$ cat config.mk
export PLATFORM = sky130hd
export DESIGN_NAME = ecg_window_buffer
export DESIGN_NICKNAME = d
export VERILOG_FILES = /design/src/rtl/ecg_window_buffer.sv
export SDC_FILE = /design/constraint.sdc
export NUM_CORES = 1
export LEC_CHECK = 0
export ABC_CLOCK_PERIOD_IN_PS = 2600
export CAP_MARGIN = 25
export CELL_PAD_IN_SITES_DETAIL_PLACEMENT = 0
export CELL_PAD_IN_SITES_GLOBAL_PLACEMENT = 2
export CORE_MARGIN = 5
export CORE_UTILIZATION = 51
export CTS_BUF_LIST = sky130_fd_sc_hd__clkbuf_8
export CTS_CLUSTER_SIZE = 8
export DETAILED_ROUTE_END_ITERATION = 7
export DONT_BUFFER_PORTS = 1
export PLACE_DENSITY = 0.87
export REMOVE_ABC_BUFFERS = 1
export SLEW_MARGIN = 25
export SYNTH_ARGS = -nofsm -noshare
export SYNTH_HDL_FRONTEND = slang
export SYNTH_SLANG_ARGS = --single-unit
$ cat constraint.sdc
create_clock -name clk -period 2.6 [get_ports clk]
set_input_delay 0.52 -clock clk [delete_from_list [all_inputs] [get_ports clk]]
set_output_delay 0.52 -clock clk [all_outputs]
set_load 0.02 [all_outputs]
$ cat src/rtl/ecg_window_buffer.sv
// ecg_window_buffer: ping-pong framer collecting ECG samples into fixed windows for the classifier
module ecg_window_buffer #(
    parameter int DATA_W = 8,
    parameter int WIN_LEN = 15,
    localparam int ADDR_W = $clog2(WIN_LEN)
) (
    input  logic              clk,
    input  logic              rst,
    input  logic              s_valid,
    input  logic [DATA_W-1:0] s_data,
    output logic              s_ready,
    output logic              win_start,
    output logic              win_busy,
    input  logic              win_done,
    input  logic [ADDR_W-1:0] rd_addr,
    output logic [DATA_W-1:0] rd_data,
    output logic [15:0]       win_count
);
    typedef enum logic [1:0] {FILL, WAIT, SWAP} state_t;
    state_t state;
    logic [DATA_W-1:0] mem [2][WIN_LEN];
    logic [ADDR_W-1:0] wr_ptr;
    logic wr_bank, rd_bank;
    logic accept, last, rd_free;
    assign s_ready = state == FILL && !rst;
    assign accept = s_valid && s_ready;
    assign last = wr_ptr == ADDR_W'(WIN_LEN - 1);
    assign rd_free = !win_busy || win_done;
    always_ff @(posedge clk)
        if (accept) mem[wr_bank][wr_ptr] <= s_data;
    always_ff @(posedge clk or posedge rst) begin
        if (rst) begin
            state <= FILL;
            wr_ptr <= '0;
            wr_bank <= 1'b0;
            rd_bank <= 1'b1;
            win_start <= 1'b0;
            win_busy <= 1'b0;
            win_count <= '0;
            rd_data <= '0;
        end else begin
            win_start <= 1'b0;
            rd_data <= int'(rd_addr) < WIN_LEN ? mem[rd_bank][rd_addr] : '0;
            if (win_busy && win_done) win_busy <= 1'b0;
            case (state)
                FILL: if (accept) begin
                    wr_ptr <= wr_ptr + 1'b1;
                    if (last) state <= rd_free ? SWAP : WAIT;
                end
                WAIT: if (rd_free) state <= SWAP;
                default: begin
                    // hand the filled bank to the reader; the set of win_busy overrides any release above
                    rd_bank <= wr_bank;
                    wr_bank <= !wr_bank;
                    wr_ptr <= '0;
                    win_busy <= 1'b1;
                    win_start <= 1'b1;
                    win_count <= win_count + 1'b1;
                    state <= FILL;
                end
            endcase
        end
    end
endmodule

=== Yosys cells after proc, flatten, opt, wreduce, memory -nomap -nowiden ===
Memories as Yosys holds them, arrays and structs flattened.
Index checks and enable logic that the tools add are counted.

* Bits in registers: 34
* Bits in latches: 0
* Memory bits (writable): 240
* Bits in read-only memories: 0
* Input bits: 16
* Output and inout port bits: 27
* Logic and storage cells: 54
* Memories: 1

{| class="wikitable"
|+ Memory list
! name !! depth !! width !! read ports !! clocked after memory_dff !! write ports !! RTL line !! RTL
|-
| mem || 2 || 120 || 1 || 0 || 1 || 21 || <nowiki>logic [DATA_W-1:0] mem [2][WIN_LEN];</nowiki>
|}

* Add/sub/neg operators: 2
* Multiply operators: 0
* Div/mod/pow operators: 0
* $lt $le $gt $ge: 4
* Eq/ne operators: 6
* Shift operators: 0
* Muxes and demuxes: 18
* Bitwise logic cells: 3
* Reductions and logical operators: 12

{| class="wikitable"
|+ Operator list
! cell !! count
|-
| $mux 120 || 1
|-
| $bmux 8 s4 || 1
|-
| $demux 8 s4 || 1
|-
| $mux 8 || 4
|-
| $add 16x1->16 const B || 1
|-
| $ge 5x5->1 const B || 2
|-
| $not 4->5 || 2
|-
| $mux 2 || 4
|-
| $pmux 4 s2 || 1
|-
| $ne 2x2->1 const B || 3
|-
| $lt 5x1->1 const B || 1
|-
| $add 4x1->4 const B || 1
|-
| $eq 4x4->1 const B || 1
|-
| $logic_and 1x1->1 || 4
|-
| $lt 4x4->1 const B || 1
|-
| $mux 1 || 4
|-
| $mux 4 || 1
|-
| $pmux 2 s2 || 1
|-
| $logic_not 1->1 || 3
|-
| $reduce_and 3->1 || 1
|-
| $eq 2x1->1 const B || 1
|-
| $logic_not 2->1 || 1
|-
| $ne 2x1->1 const B || 1
|-
| $reduce_and 2->1 || 1
|-
| other kinds (3) || 3
|}

=== Longest topological paths before layout ===
* Depth in word-level cells: 6
* Depth in mapped cells: 9

=== Worst setup path before layout ===
Ideal clock, no wire load.

* Path type: input-to-reg
* From: in rst
* To: mem mem[0][0] (netlist bit), enable pin
* Setup time: 0.383 ns
* Data arrival time: 2.087 ns
* Path slack: 0.130 ns
* Stages: 4
* Path buffers: 0
* Cell sequence: nor3b_1 -> nor2b_1 -> nand2_1 -> nor3_1

* Longest elaborated chain between the ends: 5

{| class="wikitable"
|+ RTL lines
! item !! RTL line !! RTL
|-
| start: declaration || 8 || <nowiki>input logic rst,</nowiki>
|-
| $logic_not 1->1 (no line) || - ||
|-
| $logic_and 1x1->1 || 25 || <nowiki>assign s_ready = state == FILL && !rst;</nowiki>
|-
| $logic_and 1x1->1 || 26 || <nowiki>assign accept = s_valid && s_ready;</nowiki>
|-
| $mux 1 || 30 || <nowiki>if (accept) mem[wr_bank][wr_ptr] <= s_data;</nowiki>
|-
| $mux 120 (not written as such) || 30 ||
|-
| end: declaration || 21 ||
|}

Every way passes these cells.

=== Worst setup path after layout ===
* From: reg rd_bank
* To: reg rd_data[1]

* Longest elaborated chain between the ends: 5

{| class="wikitable"
|+ RTL lines
! item !! RTL line !! RTL
|-
| start: declaration || 23 || <nowiki>logic wr_bank, rd_bank;</nowiki>
|-
| start signal: assignment || 53 || <nowiki>rd_bank <= wr_bank;</nowiki>
|-
| $mem_v2 2x120 || - ||
|-
| $bmux 8 s4 || 43 || <nowiki>rd_data <= int'(rd_addr) < WIN_LEN ? mem[rd_bank][rd_addr] : '0;</nowiki>
|-
| $mux 8 (not written as such) (2 in series) || 43 ||
|-
| $mux 8 || 43 ||
|-
| end signal: assignment || 43 ||
|-
| end: declaration || 16 || <nowiki>output logic [DATA_W-1:0] rd_data,</nowiki>
|}

Every way passes these cells. The select of a mux whose other input is x is not followed.
A chain may end at the register's enable or synchronous reset.

==> flow_summary.json <==
{
  "ir_drop_uv": 570,
  "multiInputGateArea_um2": 2600,
  "post-route-cell-area_um2": 12100,
  "crit_arrival_ns": 2.80,
  "tightest_slew_ns": 0.617,
  "path_buf_inv": 0,
  "max_cap_violations": 0,
  "synth_top_family_by_area": "multiplexers",
  "overflow": 0,
  "dieArea_um2": 24300,
  "synthAdderAreaFrac_pct": 0.577,
  "cp_top_family": "multiplexers",
  "layout-drive-gt1-share_pct": 21.5,
  "critical_path_peak_fanout": 28,
  "fin_crit_ns": 2.38,
  "start_util_pct": 51.7,
  "synthSimpleGateAreaFrac_pct": 4.80,
  "yosysWarnings": 0,
  "cts_tree": "built",
  "synth_mux_area_share_pct": 15.6,
  "p_leak_nw": 4.16,
  "insertedDiodeCount": 0,
  "endpoint_kind": "flop",
  "fillers": 1589,
  "drtPass1Iterations": 4,
  "mostFrequentLayoutCells": "edfxtp_1, clkbuf_8, nor2_1, mux4_2, mux2i_1",
  "ys_ff_latch": 274,
  "antenna_found_initial": 0,
  "syn_to_final_growth_pct": 11.8,
  "final_max_slew_viol_count": 0,
  "clk_pin_slew_ns": 0.06,
  "ios": 43,
  "rsz0062_at_grt": "no",
  "worstSetupPathType": "reg2reg",
  "p_per_area_nw_per_um2": 754,
  "crit_required_ns": 3.02,
  "cts_inserted_buffers": 44,
  "final-seq-area_um2": 8060,
  "synth_compound_area_share_pct": 1.47,
  "grt_max_degree": 68,
  "clk_path_buf_depth": 3,
  "postCtsSetupBuffers": 0,
  "setup_viol": 0,
  "synthXorXnorAreaFrac_pct": 1.54,
  "maxSlewHeadroom_pct": 58.6,
  "dp_hpwl_mm": 13.4,
  "ant_nets": 0,
  "clock-sinks": 274,
  "critPathLaunchType": "flop",
  "die_w_um": 156,
  "first_iter_violations": 386,
  "final_common_cell": "edfxtp_1",
  "critical_path.max_stage_delay_ns": 0.91,
  "final_nets": 648,
  "port_buffers": 0,
  "worstSkewPairLatency_ns": 0.55,
  "drc": 0,
  "yosysSeqAreaShare_pct": 74.3,
  "cts_max_level": 2,
  "die_h_um": 156,
  "ys_types": 42,
  "fin_crit_sh_pct": 91.7,
  "core_area_um2": 21000,
  "status": "finished clean",
  "hold_ws_ns": 0.0613,
  "placed_cell_area_um2": 11300,
  "hold_viol": 0,
  "vias": 5414,
  "clock_skew_ns": 0.0398,
  "viasPerCell": 5.80,
  "netlist_instances": 571,
  "wl_per_cell_um": 23.6,
  "place_congestion": 0.788,
  "num_rows": 53,
  "path_cells": "mux4_1 > mux4_2 > mux2_2",
  "clockRootBuffer": "clkbuf_8",
  "netlist_area_um2": 10800,
  "grt_pass1_vias": 5597,
  "hold_path.class": "in2reg",
  "grt_pass1_wl_mm": 33.5,
  "routed_wl_mm": 22.0,
  "max_freq_ghz": 0.420,
  "syn_avg_cell_area_um2": 19.0,
  "cp_slowest_cell": "dfstp_4",
  "grt_use_total_pct": 18.5
}
## metrics by stage
step,total power (W),cells,util [%],setup TNS [ns],setup slack (ns)
2_1_floorplan,0.00570,543,-,-0.735,-0.340
3_3_place_gp,0.00593,855,54.0,0,0.246
3_5_place_dp,0.00595,855,54.0,0,0.205
4_1_cts,0.00923,934,57.8,0,0.201
5_1_grt,0.00953,934,57.8,0,0.142
6_report,0.00913,934,57.8,0,0.217
## Yosys cell counts (all sizes together)
master	instances	share of area [%]
a21oi	3	0.14
a221oi	1	0.081
a22o	1	0.081
a31oi	5	0.29
a41oi	1	0.081
and3	2	0.12
and4	2	0.16
buf	16	1.1
clkbuf	12	0.42
dfrtp	33	7.6
dfstp	1	0.24
edfxtp	240	66
ha	5	0.58
inv	5	0.17
mux2	8	0.87
mux2i	39	3.6
mux4	52	11
nand2	27	0.93
nand2b	5	0.29
nand3	10	0.46
nand3b	2	0.14
nand4	4	0.23
nor2	46	1.6
nor2b	2	0.12
nor3	10	0.46
nor3b	1	0.069
o211ai	1	0.069
o21ai	11	0.51
o2bb2ai	1	0.081
o31ai	2	0.14
or2	1	0.058
or3	3	0.17
xnor2	11	0.89
xor2	8	0.65
## what timing repair did
| action | CTS | global route |
|---|---|---|
| hold buffers | 1 | 0 |
| gates resized for setup | 0 | 0 |
| hold endpoints to repair | 33 | 0 |
| setup endpoints to repair | 0 | 0 |
## kinds of logic after synthesis
logic type      Yosys count
flops                   274
simple gates            115
mux                      99
buf+inv                  33
compound gates           26
xor+xnor                 19
fa+ha+maj                 5
## flip-flops by register name, summed over array words and instances (netlist names)
| signal | count |
|---|---|
| rd_data | 8 |
| win_busy | 1 |
| rd_bank | 1 |
| mem | 240 |
| wr_bank | 1 |
| state | 2 |
| win_start | 1 |
| win_count | 16 |
| wr_ptr | 4 |
## worst reg2reg max path, cell delays in order (launching register included)
cell	delay [ns]
dfstp_4	0.91
mux4_1	0.62
mux4_2	0.47
mux2_2	0.27
## layer usage
metal / part of all wire, % / track usage [%] / up-vias / wire length (µm)
met4: 1.9 / 5.13 / 0 / 412
li1: - / - / 2365 / -
met3: 6.6 / 3.94 / 40 / 1450
met5: 0 / 0 / - / 0
met1: 42 / 25.2 / 2836 / 9220
met2: 50 / 30.6 / 173 / 11000
## power breakdown
group	leakage, nW	switching [W]	total, W	internal [W]
Combinational	1.07	0.000364	0.000700	0.000336
Clock	0.484	0.00156	0.00328	0.00172
Sequential	2.60	0.000187	0.00515	0.00497
## final cells by class
| class | instances | share of cell area (%) |
|---|---|---|
| Sequential cell | 274 | 66.5 |
| Tap cell | 275 | 2.84 |
| Timing Repair Buffer | 38 | 2.48 |
| Multi-Input combinational cell | 264 | 21.5 |
| Clock buffer | 49 | 5.57 |
| Clock inverter | 29 | 0.960 |
| Inverter | 5 | 0.155 |
## path summary, 6_finish.rpt
path	start	endpoint	slack (ns)	depth (start not counted)
setup reg to reg	rd_bank	rd_data[1]	0.22	3
hold / removal	s_data[6]	mem[0][46]	0.06	0
min in group asynchronous	rst	rd_data[6]	0.53	3
hold reg to reg	state[0]	state[1]	0.58	2
setup / recovery	rd_bank	rd_data[1]	0.22	3
max in group asynchronous	rst	rd_bank	1.70	3
(Power assumes the default switching activity.)
